**src/rtl/instruction_fetch_pkg.sv**
```systemverilog
// Shared core definitions for the fetch stage: sequencer states, reset PC and alignment helper.
package instruction_fetch_pkg;

    typedef enum logic [1:0] {
        FETCH   = 2'd0,
        HOLD    = 2'd1,
        WAIT_PC = 2'd2,
        FAULT   = 2'd3
    } fetch_state_e;

    localparam logic [31:0] RESET_PC_DEFAULT = 32'h0000_0000;

    function automatic logic is_word_aligned(input logic [31:0] addr);
        return (addr[1:0] == 2'b00);
    endfunction

endpackage

```
**src/rtl/instruction_fetch.sv**
```systemverilog
// Instruction fetch stage: one outstanding memory read, single-entry instruction hold,
// redirect handling with response kill, and a sticky misaligned-PC fault.
module instruction_fetch
    import instruction_fetch_pkg::*;
#(
    parameter logic [31:0] RESET_PC = RESET_PC_DEFAULT
) (
    input  logic        clk,
    input  logic        rst,
    input  logic [31:0] next_pc,
    input  logic        pc_load,
    output logic [31:0] pc,
    output logic        imem_req,
    output logic [31:0] imem_addr,
    input  logic        imem_ack,
    input  logic [31:0] imem_rdata,
    output logic [31:0] instr,
    output logic [31:0] instr_pc,
    output logic        instr_valid,
    input  logic        instr_ready,
    output logic        misaligned
);

    fetch_state_e state_q, state_d;
    logic [31:0]  pc_q, pc_d;
    logic [31:0]  addr_q, addr_d;
    logic         kill_q, kill_d;
    logic [31:0]  instr_q, instr_d;
    logic [31:0]  instr_pc_q, instr_pc_d;
    logic         valid_q, valid_d;
    logic         mis_q, mis_d;

    logic         load_ok_s;
    logic         load_bad_s;

    assign load_ok_s  = pc_load & is_word_aligned(next_pc);
    assign load_bad_s = pc_load & ~is_word_aligned(next_pc);

    // Next-state and datapath decisions for the fetch sequencer.
    always_comb begin
        state_d    = state_q;
        pc_d       = pc_q;
        addr_d     = addr_q;
        kill_d     = kill_q;
        instr_d    = instr_q;
        instr_pc_d = instr_pc_q;
        valid_d    = valid_q;
        mis_d      = mis_q;

        case (state_q)
            FETCH: begin
                if (load_bad_s) begin
                    state_d = FAULT;
                    mis_d   = 1'b1;
                    kill_d  = 1'b0;
                end else if (load_ok_s) begin
                    // A redirect with the ack in hand re-issues at once; otherwise the
                    // in-flight read is left to finish on its old address and is dropped.
                    pc_d = next_pc;
                    if (imem_ack) begin
                        addr_d = next_pc;
                        kill_d = 1'b0;
                    end else begin
                        kill_d = 1'b1;
                    end
                end else if (imem_ack) begin
                    if (kill_q) begin
                        kill_d = 1'b0;
                        addr_d = pc_q;
                    end else begin
                        instr_d    = imem_rdata;
                        instr_pc_d = pc_q;
                        valid_d    = 1'b1;
                        state_d    = HOLD;
                    end
                end else begin
                    state_d = FETCH;
                end
            end
            HOLD: begin
                if (load_bad_s) begin
                    state_d = FAULT;
                    mis_d   = 1'b1;
                    valid_d = 1'b0;
                end else if (load_ok_s) begin
                    pc_d    = next_pc;
                    addr_d  = next_pc;
                    valid_d = 1'b0;
                    state_d = FETCH;
                end else if (instr_ready) begin
                    valid_d = 1'b0;
                    state_d = WAIT_PC;
                end else begin
                    state_d = HOLD;
                end
            end
            WAIT_PC: begin
                if (load_bad_s) begin
                    state_d = FAULT;
                    mis_d   = 1'b1;
                end else if (load_ok_s) begin
                    pc_d    = next_pc;
                    addr_d  = next_pc;
                    state_d = FETCH;
                end else begin
                    state_d = WAIT_PC;
                end
            end
            FAULT: begin
                state_d = FAULT;
            end
            default: begin
                state_d = FAULT;
                mis_d   = 1'b1;
                valid_d = 1'b0;
                kill_d  = 1'b0;
            end
        endcase
    end

    // State and output registers with synchronous reset taking priority over everything.
    always_ff @(posedge clk) begin
        if (rst) begin
            state_q    <= FETCH;
            pc_q       <= RESET_PC;
            addr_q     <= RESET_PC;
            kill_q     <= 1'b0;
            instr_q    <= 32'h0000_0000;
            instr_pc_q <= 32'h0000_0000;
            valid_q    <= 1'b0;
            mis_q      <= 1'b0;
        end else begin
            state_q    <= state_d;
            pc_q       <= pc_d;
            addr_q     <= addr_d;
            kill_q     <= kill_d;
            instr_q    <= instr_d;
            instr_pc_q <= instr_pc_d;
            valid_q    <= valid_d;
            mis_q      <= mis_d;
        end
    end

    assign imem_req    = (state_q == FETCH) && !rst;
    assign imem_addr   = addr_q;
    assign pc          = pc_q;
    assign instr       = instr_q;
    assign instr_pc    = instr_pc_q;
    assign instr_valid = valid_q;
    assign misaligned  = mis_q;

endmodule
```
**config.mk**
```make
export PLATFORM = sky130hd
export DESIGN_NAME = instruction_fetch
export DESIGN_NICKNAME = d
export VERILOG_FILES = /design/src/rtl/instruction_fetch_pkg.sv /design/src/rtl/instruction_fetch.sv
export SDC_FILE = /design/constraint.sdc
export NUM_CORES = 1
export LEC_CHECK = 0
export BUFFER_PORTS_ARGS = -buffer_cell sky130_fd_sc_hd__buf_2
export CAP_MARGIN = 15
export CORE_MARGIN = 3
export CORE_UTILIZATION = 49
export CTS_CLUSTER_SIZE = 16
export DETAILED_ROUTE_END_ITERATION = 10
export GPL_ROUTABILITY_DRIVEN = 0
export GPL_TIMING_DRIVEN = 0
export PLACE_DENSITY = 0.85
export SYNTH_ARGS = -nofsm -noshare
export SYNTH_HDL_FRONTEND = slang
export SYNTH_SLANG_ARGS = --single-unit
```
**constraint.sdc**
```tcl
create_clock -name clk -period 2.5 [get_ports clk]
set_input_delay 0.5 -clock clk [delete_from_list [all_inputs] [get_ports clk]]
set_output_delay 0.5 -clock clk [all_outputs]
set_load 0.02 [all_outputs]
```
# Word level (Yosys, flattened, before mapping)
# Index checks and enable logic that the tools add are counted.
classes:
  magnitude_cmp: 0
  reduce_logical: 16
  eq_ne: 13
  shifts: 0
  multipliers: 0
  n_div: 0
  muxes: 30
  bitwise: 6
  add_sub_neg: 0
op_table:
  columns: ["op", "count"]
  rows:
  - ["$mux 32", 7]
  - ["$pmux 32 s2", 1]
  - ["$mux 2", 9]
  - ["$reduce_and 6->1", 2]
  - ["$mux 1", 11]
  - ["$ne 2x2->1 const B", 5]
  - ["$ne 4x4->1 const B", 2]
  - ["$pmux 2 s4", 1]
  - ["$ne 3x3->1 const B", 2]
  - ["$reduce_and 2->1", 3]
  - ["$reduce_and 5->1", 1]
  - ["$eq 2x2->1 const B", 2]
  - ["$logic_not 2->1", 2]
  - ["$not 1->1", 4]
  - ["$reduce_bool 2->1", 2]
  - ["$reduce_and 3->1", 1]
  - ["$reduce_bool 3->1", 1]
  - ["$reduce_or 3->1", 1]
  - ["$and 1x1->1", 2]
  - ["$eq 2x1->1 const B", 1]
  - ["$ne 2x1->1 const B", 1]
  - ["$pmux 1 s2", 1]
  - ["$reduce_or 2->1", 1]
  - ["$logic_and 1x1->1", 1]
  - ["$logic_not 1->1", 1]
word_totals:
  reg_bits: 133
  ram_bits: 0
  latchBits: 0
  n_memories: 0
  out_inout_bits: 131
  mem_bits_ro: 0

# Logic depth before layout (Yosys ltp)
# Gate-level depths: netlist of run 1.
logic_depth:
  depth_word: 5
  ltp_mapped: 8
  mapped_depth_nobuf: 6

# Least setup slack after synthesis of run 1
# No wires, ideal clock.
synth_path:
  path_type: "reg2reg"
  from: "register state_q[0]"
  to: "register addr_q[22] (netlist: imem_addr[22])"
  t_required_ns: 2.377
  setup_ns: 0.123
  period_less_slack_ns: 1.807
  path_stages_with_launch: 8
  arrival_time_ns: 1.684
  n_path_buf: 2
  slack_ns: 0.693
  path_cell_list: "dfxtp_1 inv_1 ha_1 clkbuf_1 nand3b_1 clkbuf_1 a221oi_1 nor2_1"
synth_between:
  elab_chain_cells: 4
  elab_cells_between_ends: 12
synth_rtl:
  columns: ["item", "line_no", "rtl"]
  rows:
  - ["from (decl)", "instruction_fetch.sv:24", "fetch_state_e state_q, state_d;"]
  - ["from (signal assigned)", "instruction_fetch.sv:133", "state_q <= state_d;"]
  - ["$eq 2x2->1 / $eq 2x1->1 (equally long branches)", "instruction_fetch.sv:50", "case (state_q)"]
  - ["$reduce_or 2->1 (no line)", null, null]
  - ["$ne 2x2->1 (no line), or another cell as far along", null, null]
  - ["$reduce_and 6->1 (no line)", null, null]
  - ["to (signal assigned)", "instruction_fetch.sv:135", "addr_q <= addr_d;"]
  - ["to (decl)", "instruction_fetch.sv:26", "logic [31:0] addr_q, addr_d;"]
# Parallel ways exist; a longest one is shown, timed or not.
# A chain may end at the register's enable or synchronous reset.

# Worst setup path in the final report of run 1
layout_path:
  from: "register state_q[1]"
  to: "output imem_req"
layout_between:
  elab_chain_cells: 2
layout_rtl:
  columns: ["item", "line_no", "rtl"]
  rows:
  - ["$logic_not 2->1", "instruction_fetch.sv:144", "assign imem_req = (state_q == FETCH) && !rst;"]
  - ["$logic_and 1x1->1", "instruction_fetch.sv:144", null]
  - ["to (decl)", "instruction_fetch.sv:13", "output logic imem_req,"]
# No other way between the ends.

==> reports/metrics.yaml, run 1 <==
worst_setup_path:
  path_cells: "inv_1 > ha_1 > clkbuf_2 > nand2_1 > inv_1 > buf_2"
  crit_buf_inv: 4
  r2r-start: "state_q[0]"
  cp-start-kind: "flip-flop"
  crit_top_cell: "inv_1"
  cp.required_ps: 2000
  crit_path_start: "state_q[1]"
  arrival_ps: 1830
  critPathTopFamily: "buffers and inverters"
  critPathCaptureType: "output pin"
  cpPeakStageDelay_ps: 330
  worst-setup-path-type: "reg2out"
  crit_path_max_fanout: 10
  critPathSlowestCell: "dfxtp_1"
routing:
  first_pass_iters: 5
  wl_per_cell_um: 16.2
  wl_mm: 16.6
  routed_via_density: 5.37
  drc: 0
  drt_iter0_markers: 371
  final_antenna_net_count: 0
  vias: 5513
synth:
  avgSynthCellArea_um2: 8.07
  syn_nets: 735
  synth-seq-cells: 133
  synth.distinct_cells: 35
  synth-edff-count: 0
  synth-async-reset-ratio: 0
  yosys_warnings: 0
  synthCells: 661
  synth_most_common_cell: "nand2_1"
  synthTopCellsByCount: "nand2_1, dfxtp_1, a21oi_1, nor2_1, clkbuf_1"
  synthFlopType: "dfxtp_1"
  synth_area_leaders: "dfxtp_1, nand2_1, a21oi_1, a221oi_1, o21a_1"
  synth_top_area_share: 0.499
  post-synth-top-area-cell: "dfxtp_1"
  yosysSeqAreaShare: 0.499
  syn_area_um2: 5330
cells_and_area:
  finalCoreUtilization: 0.681
  layout-drive-gt1-share: 0.282
  antenna_cells: 0
  fillers: 936
  fin_nets: 952
  syn_to_final_growth_pct: 33.6
timing:
  timing.final.crit_share: 0.931
  fin_skew_ps: 9.15
  slew_headroom: 0.583
  fin_tns_setup_ps: 0
  timing.final.ws_setup_ps: 174
  hold_viol: 0
  drv_slew: 0
  worstMarginPinSlew_ps: 625
  fin_crit_ps: 2330
  fmax_ghz: 0.430
  setup_viol: 0
  rsz0062_at_grt: "no"
floorplan:
  rows: 37
  fp.dieW_um: 110
  die_y_um: 110
  core_area_um2: 10500
  ioPinCount: 200
  start_util: 0.510
  die-area_um2: 12200
pwr:
  p_leak_nw: 3.31
  powerDensity_nw_per_um2: 818
  ir_drop_mv: 0.384
  power_mw: 5.83
clocking:
  cts_buffers: 17
  clock_latency_ps: 510
  clk_pin_slew_ps: 60
  post_cts_buffers: 0
  root_buffer: "clkbuf_8"
  htree_levels: 4
  cts_tree: "done"
  cts.sinks: 133
  clockBufferDepth: 2
placement:
  port_buffers: 198
  hpwl_mm: 12.0
  dpl_worst_slack_ps: 167
job:
  cap_violations: 0
global_route:
  grt_pass1_wl_mm: 25.1
  grt_max_degree: 17
  globalRoute.totalOverflow: 0
  grt_pass1_vias: 4958
  grt.total_usage: 0.263
  antenna_found_initial: 0
hold_path:
  hold_class: "in2reg"
  hold_start: "imem_rdata[10]"
outcome:
  outcome: "completed"
-- registers in the layout (all words and copies together), names as in the netlist --
signal / cells
pc: 32
state_q: 2
instr_pc: 32
kill_q: 1
misaligned: 1
imem_addr: 32
instr: 32
instr_valid: 1
-- report_power, final --
group	switching (mW)	internal, mW	leakage, nW
Sequential	0.0631	2.22	1.08
Clock	0.925	1.70	0.301
Combinational	0.606	0.316	1.93
-- metrics by stage --
step                cells  hold WS [ps]  instance area (um2)
floorplan             661           504                 5330
global placement      995           439                 6490
detailed placement    995           443                 6490
CTS                  1026           212                 7120
global route         1026           221                 7130
finish               1026           223                 7130
-- logic make-up after synthesis --
| kind of cell | Yosys count | synth area share |
|---|---|---|
| AO/OA/AOI/OAI | 206 | 0.249 |
| adder cells (fa/ha/maj) | 5 | 0.0117 |
| AND/OR/NAND/NOR | 250 | 0.187 |
| buffers and inverters | 66 | 0.0504 |
| flip-flops | 133 | 0.499 |
| multiplexers | 1 | 0.00211 |
-- path summary, 6_finish.rpt --
| check | depth (start not counted) | endpoint | slack, ps |
|---|---|---|---|
| worst max-delay path | 6 | imem_req | 170 |
| worst min-delay path | 3 | instr[10] | 220 |
| worst max register to register | 7 | imem_addr[21] | 260 |
| worst min register to register | 2 | instr[24] | 450 |
-- timing repair --
| item | 4_1_cts | 5_1_grt |
|---|---|---|
| gates resized for setup | 0 | 4 |
| hold buffers | 0 | 0 |
| endpoints found under the setup margin | 0 | 13 |
-- worst reg2reg max path: stages (launching register included) --
cell and delay [ps]:
dfxtp_1 380, inv_1 100, ha_1 320, clkbuf_2 250
nand3b_1 200, clkbuf_1 290, a221oi_1 500, nor2_1 100
-- placed cells by master (no fill, tap or decap), types with 3 or more instances in the layout --
cell type,netlist,final
a221oi_1,30,30
bufinv_16,0,4
nor2_1,44,44
clkbuf_16,0,16
o21ai_0,5,5
ha_1,5,5
nand2_1,193,193
buf_2,16,214
clkbuf_1,42,41
dfxtp_1,133,133
o21a_1,30,30
a21oi_1,99,99
clkbuf_2,1,3
o31ai_1,30,30
inv_1,6,6
clkbuf_8,0,4
-- layout make-up --
type                            count  area, um2  share of cell area
Tap cell                          136        170              0.0239
Buffer                             59        245              0.0344
Sequential cell                   133       2660               0.374
Clock buffer                       21        459              0.0644
Multi-Input combinational cell    462       2400               0.337
Clock inverter                     10        170              0.0239
Timing Repair Buffer              198        991               0.139
Inverter                            7       26.3             0.00369
-- per-layer routing --
metal,up-vias,track usage,part of all wire
li1,2714,-,-
met1,2569,0.338,0.42
met2,195,0.443,0.49
met3,35,0.0460,0.065
met4,0,0.100,0.027
met5,-,0,0
No activity file was read; power rests on OpenSTA's default activity.
==> run 2: changes to the inputs <==
--- a/config.mk
+++ b/config.mk
@@ -8,12 +8,12 @@
 export BUFFER_PORTS_ARGS = -buffer_cell sky130_fd_sc_hd__buf_2
 export CAP_MARGIN = 15
 export CORE_MARGIN = 3
-export CORE_UTILIZATION = 49
+export CORE_UTILIZATION = 53
 export CTS_CLUSTER_SIZE = 16
 export DETAILED_ROUTE_END_ITERATION = 10
 export GPL_ROUTABILITY_DRIVEN = 0
 export GPL_TIMING_DRIVEN = 0
-export PLACE_DENSITY = 0.85
+export PLACE_DENSITY = 0.9
 export SYNTH_ARGS = -nofsm -noshare
 export SYNTH_HDL_FRONTEND = slang
 export SYNTH_SLANG_ARGS = --single-unit
==> constraint.sdc (replaced) <==
create_clock -name clk -period 2.85 [get_ports clk]
set_input_delay 0.57 -clock clk [delete_from_list [all_inputs] [get_ports clk]]
set_output_delay 0.57 -clock clk [all_outputs]
set_load 0.02 [all_outputs]
==> run 2 against run 1 <==
Compared with the run above:
- final cell count shrank 0.58%
- core utilization grew 7.0 points
- hold slack gained 73 ps
- critical path type is now reg2reg
- final area grew 0.21%
- total power shrank 11%
- sequential power shrank 12%
- routed wire length grew 0.95%
- register-to-register slack gained 60 ps
- clock-buffer cell count is the same
- critical path depth grew 1
==> reports/metrics.yaml, run 2 (synthesis results as in run 1) <==
worst_setup_path:
  arrival_ps: 2900  # +1070 ps
  cp-start-kind: "flip-flop"
  critPathCaptureType: "flip-flop"
  worst-setup-path-type: "reg2reg"
  crit_path_max_fanout: 10  # unchanged
  cp.required_ps: 3220  # +1220 ps
timing:
  slew_headroom: 0.592  # +0.00828
  fin_tns_setup_ps: 0  # unchanged
  timing.final.crit_share: 0.888
  hold_viol: 0  # unchanged
  worstMarginPinSlew_ps: 613  # -12.4 ps
  setup_viol: 0  # unchanged
  fmax_ghz: 0.395
  fin_skew_ps: 9.58  # +0.424 ps
  timing.final.ws_setup_ps: 318  # +145 ps
  drv_slew: 0  # unchanged
  fin_crit_ps: 2530
  hold_ws_ps: 296  # +72.8 ps
  rsz0062_at_grt: "no"
routing:
  routed_via_density: 5.59  # +3.9%
  drc: 0  # unchanged
  first_pass_iters: 6  # +1
  drt_iter0_markers: 434  # +17%
  wl_mm: 16.7  # +0.95%
  wl_per_cell_um: 16.4  # +1.5%
  vias: 5697  # +3.3%
  final_antenna_net_count: 0  # unchanged
placement:
  dpl_worst_slack_ps: 499  # +333 ps
  port_buffers: 198  # unchanged
  hpwl_mm: 11.9  # -0.92%
  placed_cells: 988  # -0.70%
outcome:
  outcome: "completed"
clocking:
  htree_levels: 4  # unchanged
  clk_pin_slew_ps: 60  # about the same
  cts_tree: "done"
  clock_latency_ps: 510  # about the same
  cts_buffers: 17  # unchanged
  cts_resized: 0  # unchanged
  ctsHoldBuffers: 0  # unchanged
  cts.sinks: 133  # unchanged
  post_cts_buffers: 0  # unchanged
  root_buffer: "clkbuf_8"
  clockBufferDepth: 2  # unchanged
global_route:
  globalRoute.totalOverflow: 0  # unchanged
  grt_pass1_vias: 5408  # +9.1%
  grt_max_degree: 17  # unchanged
  antenna_found_initial: 0  # unchanged
  grt_pass1_wl_mm: 26.6  # +5.9%
  grt.total_usage: 0.292  # +0.0285
job:
  cap_violations: 0  # unchanged
floorplan:
  rows: 35  # -5.4%
  fp.dieW_um: 106  # -3.6%
  die_y_um: 106  # -3.6%
  die-area_um2: 11300  # -7.1%
  core_area_um2: 9500  # -9.2%
  start_util: 0.561  # +0.0515
  ioPinCount: 200  # unchanged
pwr:
  ir_drop_mv: 0.588  # +53%
  p_leak_nw: 3.32  # +0.23%
  powerDensity_nw_per_um2: 729  # -11%
cells_and_area:
  stdcell_count: 1020  # -0.58%
  finalCoreUtilization: 0.752  # +0.0704
  layout-drive-gt1-share: 0.281  # -0.00144
  final_cell_mix: "buf_2, nand2_1, dfxtp_1, a21oi_1, nor2_1"
  final_common_cell: "buf_2"
  fin_nets: 952  # unchanged
  syn_to_final_growth_pct: 33.9
  fillers: 749  # -20%
  antenna_cells: 0  # unchanged
hold_path:
  hold_class: "in2reg"
## run 2: cell types whose count changed in the layout (fill, tap and decap cells not counted), sizes merged
| cell | before | now |
|---|---|---|
| bufinv | 4 | 5 |
| clkinv | 3 | 4 |
| inv | 8 | 7 |
## run 2: path summary, 6_finish.rpt
kind,slack [ps],start,end,depth (start not counted)
max,320,state_q[0],imem_addr[21],7
min,300,imem_rdata[11],instr[11],3
max reg2reg,320,state_q[0],imem_addr[21],7
min reg2reg,450,instr[22],instr[22],2
## run 2: cell type report
cell class              instances  area [um2]  area share
clock buffers                  21         459      0.0643
plain buffers                  59         243      0.0340
repair buffers                198         991       0.139
inverters                       7        26.3     0.00368
well taps                     129         161      0.0226
multi-input cells             462        2400       0.336
flip-flops and latches        133        2660       0.373
clock inverters                11         196      0.0275
## run 2: critical path, cell delays in order, from the launching register on
cell	delay (ps)
dfxtp_1	410
inv_1	100
ha_1	310
clkbuf_1	390
nand3b_1	240
clkbuf_1	310
a221oi_1	500
nor2_1	130
## run 2: routing by layer
layer,vias to the layer above,part of all wire,track usage
met3,43,0.081,0.0692
met5,-,0,0
met4,0,0.025,0.129
met2,284,0.48,0.476
li1,2709,-,-
met1,2661,0.41,0.367
## run 2: power breakdown
group          switching, mW  leakage (nW)  internal, mW
clock                  0.813         0.315          1.58
combinational          0.534          1.93         0.275
sequential            0.0587          1.08          1.94
total                   1.41          3.32          3.80
## run 2: through the flow
step | area, um2 | power (mW)
after floorplan | 5330 | 2.55
after global placement | 6490 | 2.81
after detailed placement | 6490 | 2.82
after CTS | 7140 | 5.21
after global routing | 7140 | 5.39
final | 7140 | 5.21
==> run 3: changes to the inputs <==
--- a/config.mk
+++ b/config.mk
@@ -7,12 +7,13 @@
 export LEC_CHECK = 0
 export BUFFER_PORTS_ARGS = -buffer_cell sky130_fd_sc_hd__buf_2
 export CAP_MARGIN = 15
-export CORE_MARGIN = 3
+export CORE_MARGIN = 5
 export CORE_UTILIZATION = 53
 export CTS_CLUSTER_SIZE = 16
 export DETAILED_ROUTE_END_ITERATION = 10
 export GPL_ROUTABILITY_DRIVEN = 0
 export GPL_TIMING_DRIVEN = 0
+export MAX_ROUTING_LAYER = met4
 export PLACE_DENSITY = 0.9
 export SYNTH_ARGS = -nofsm -noshare
 export SYNTH_HDL_FRONTEND = slang
==> run 3 against run 2 <==
Compared with the run above:
- register-to-register slack better by 110 ps
- clock power is 6% higher
- critical path depth is 1 lower
- die area is 7.7% higher
- first-iteration DRC count is 1.4% lower
- largest cell class unchanged
- combinational power hardly changed
- clock skew is 2.7 ps lower
- critical endpoint is now imem_req
- flip-flop and latch count stayed put
- hold slack worse by 0.81 ps
- non-clock buffer count stayed put
- core utilization is 1.7 points lower
- final area is 0.60% higher
==> reports/metrics.yaml, run 3 (synthesis results as in run 1) <==
timing:
  timing.final.crit_share: 0.907  # +0.0186
  fin_crit_ps: 2580  # +53.0 ps
  rsz0062_at_grt: "no"
  fmax_ghz: 0.387  # -2.0%
  hold_viol: 0  # unchanged
  setup_viol: 0  # unchanged
  fin_tns_setup_ps: 0  # unchanged
  slew_headroom: 0.586  # -0.00576
  worstMarginPinSlew_ps: 621  # +8.64 ps
  fin_skew_ps: 6.83  # -2.75 ps
  drv_slew: 0  # unchanged
worst_setup_path:
  crit_path_max_fanout: 10  # unchanged
  critPathSlowestCell: "dfxtp_1"
  crit_top_cell: "inv_1"
  cp-start-kind: "flip-flop"
  worst-r2r-cell-count: 7  # unchanged
  arrival_ps: 2010  # -890 ps
  path_cells: "inv_1 > ha_1 > clkbuf_1 > nand2_1 > inv_1 > buf_2"
  worst-setup-path-type: "reg2out"
  cp.required_ps: 2280  # -940 ps
  cpPeakStageDelay_ps: 340  # -160 ps
  critPathCaptureType: "output pin"
cells_and_area:
  final_cell_mix: "buf_2, nand2_1, dfxtp_1, a21oi_1, nor2_1"
  antenna_cells: 0  # unchanged
  layout-drive-gt1-share: 0.281  # unchanged
  fin_nets: 952  # unchanged
  final_common_cell: "buf_2"
  stdcell_count: 1024  # +0.39%
  syn_to_final_growth_pct: 34.7
placement:
  placed_cells: 992  # +0.40%
  hpwl_mm: 12.0  # +1.2%
  port_buffers: 198  # unchanged
clocking:
  root_buffer: "clkbuf_8"
  clk_pin_slew_ps: 60  # about the same
  cts.sinks: 133  # unchanged
  clock_latency_ps: 510  # about the same
  htree_levels: 4  # unchanged
  post_cts_buffers: 0  # unchanged
  cts_resized: 0  # unchanged
  ctsHoldBuffers: 0  # unchanged
  cts_buffers: 17  # unchanged
  clockBufferDepth: 2  # unchanged
  cts_tree: "done"
routing:
  drt-met1-wl_mm: 6.92  # +0.13%
  drt_iter0_markers: 428  # -1.4%
  vias: 5546  # -2.7%
  wl_mm: 16.7  # -0.30%
  top_layer: "met4"
  final_antenna_net_count: 0  # unchanged
  wl_met2_mm: 8.11  # +0.68%
  drc: 0  # unchanged
  wl_per_cell_um: 16.3  # -0.69%
  met3_length_mm: 1.21  # -11%
  first_pass_iters: 5  # -1
  routed_via_density: 5.42  # -3.0%
global_route:
  globalRoute.totalOverflow: 0  # unchanged
  grt_max_degree: 17  # unchanged
  grt_pass1_vias: 5185  # -4.1%
  grt.total_usage: 0.275  # -0.0166
  antenna_found_initial: 0  # unchanged
  grt_pass1_wl_mm: 25.6  # -3.5%
hold_path:
  hold_class: "in2reg"
  min_path_cells: 3  # unchanged
floorplan:
  ioPinCount: 200  # unchanged
  core_area_um2: 9770  # +2.9%
  rows: 36  # +2.9%
  fp.dieW_um: 110  # +3.8%
  start_util: 0.546  # -0.0156
  die_y_um: 110  # +3.8%
  die-area_um2: 12200  # +7.7%
pwr:
  powerDensity_nw_per_um2: 744  # +2.0%
  ir_drop_mv: 0.515  # -12%
  p_leak_nw: 3.34  # +0.51%
outcome:
  outcome: "completed"
job:
  cap_violations: 0  # unchanged
[run 3: cell types whose count changed in the layout (fill, tap and decap cells not counted)]
| cell | change |
|---|---|
| clkbuf_8 | -1 |
| bufinv_16 | +2 |
| clkinv_4 | -1 |
[run 3: worst paths after layout]
check | slack [ps] | startpoint | end
worst max-delay path | 270 | state_q[0] | imem_req
worst min-delay path | 300 | imem_rdata[19] | instr[19]
worst max register to register | 430 | state_q[0] | imem_addr[21]
worst min register to register | 450 | instr[20] | instr[20]
[run 3: per-stage QoR]
stage           util  instance area (um2)  hold slack (ps)  setup slack [ps]  total power [mW]
2_1_floorplan      -                 5330              504              1040              2.55
3_3_place_gp   0.664                 6490              439               530              2.81
3_5_place_dp   0.664                 6490              443               507              2.83
4_1_cts        0.735                 7180              285               277              5.35
5_1_grt        0.735                 7180              279               121              5.53
6_report       0.735                 7180              295               265              5.35
[run 3: power breakdown]
part | internal [mW] | switching, mW | total, mW
registers | 1.94 | 0.0557 | 2.00
clock network | 1.74 | 0.805 | 2.54
logic | 0.275 | 0.530 | 0.805
total | 3.96 | 1.39 | 5.35
[run 3: area by class of cell]
type	count	area [um2]
Sequential cell	133	2660
Fill cell	811	2590
Multi-Input combinational cell	462	2400
Timing Repair Buffer	198	991
Clock buffer	20	445
Clock inverter	12	248
Buffer	59	243
Tap cell	133	166
Inverter	7	26.3
[run 3: worst max-delay path: cells and delay by family (launching register included)]
kind,cells,cell delay [ps]
buffers and inverters,4,690
DFF,1,340
adders and majority gates,1,290
and+or+nand+nor,1,170
[run 3: routing by layer]
| layer | up-vias | track usage |
|---|---|---|
| met3 | 43 | 0.0547 |
| met1 | 2545 | 0.344 |
| met4 | 0 | 0.106 |
| met5 | - | - |
| li1 | 2710 | - |
| met2 | 248 | 0.442 |
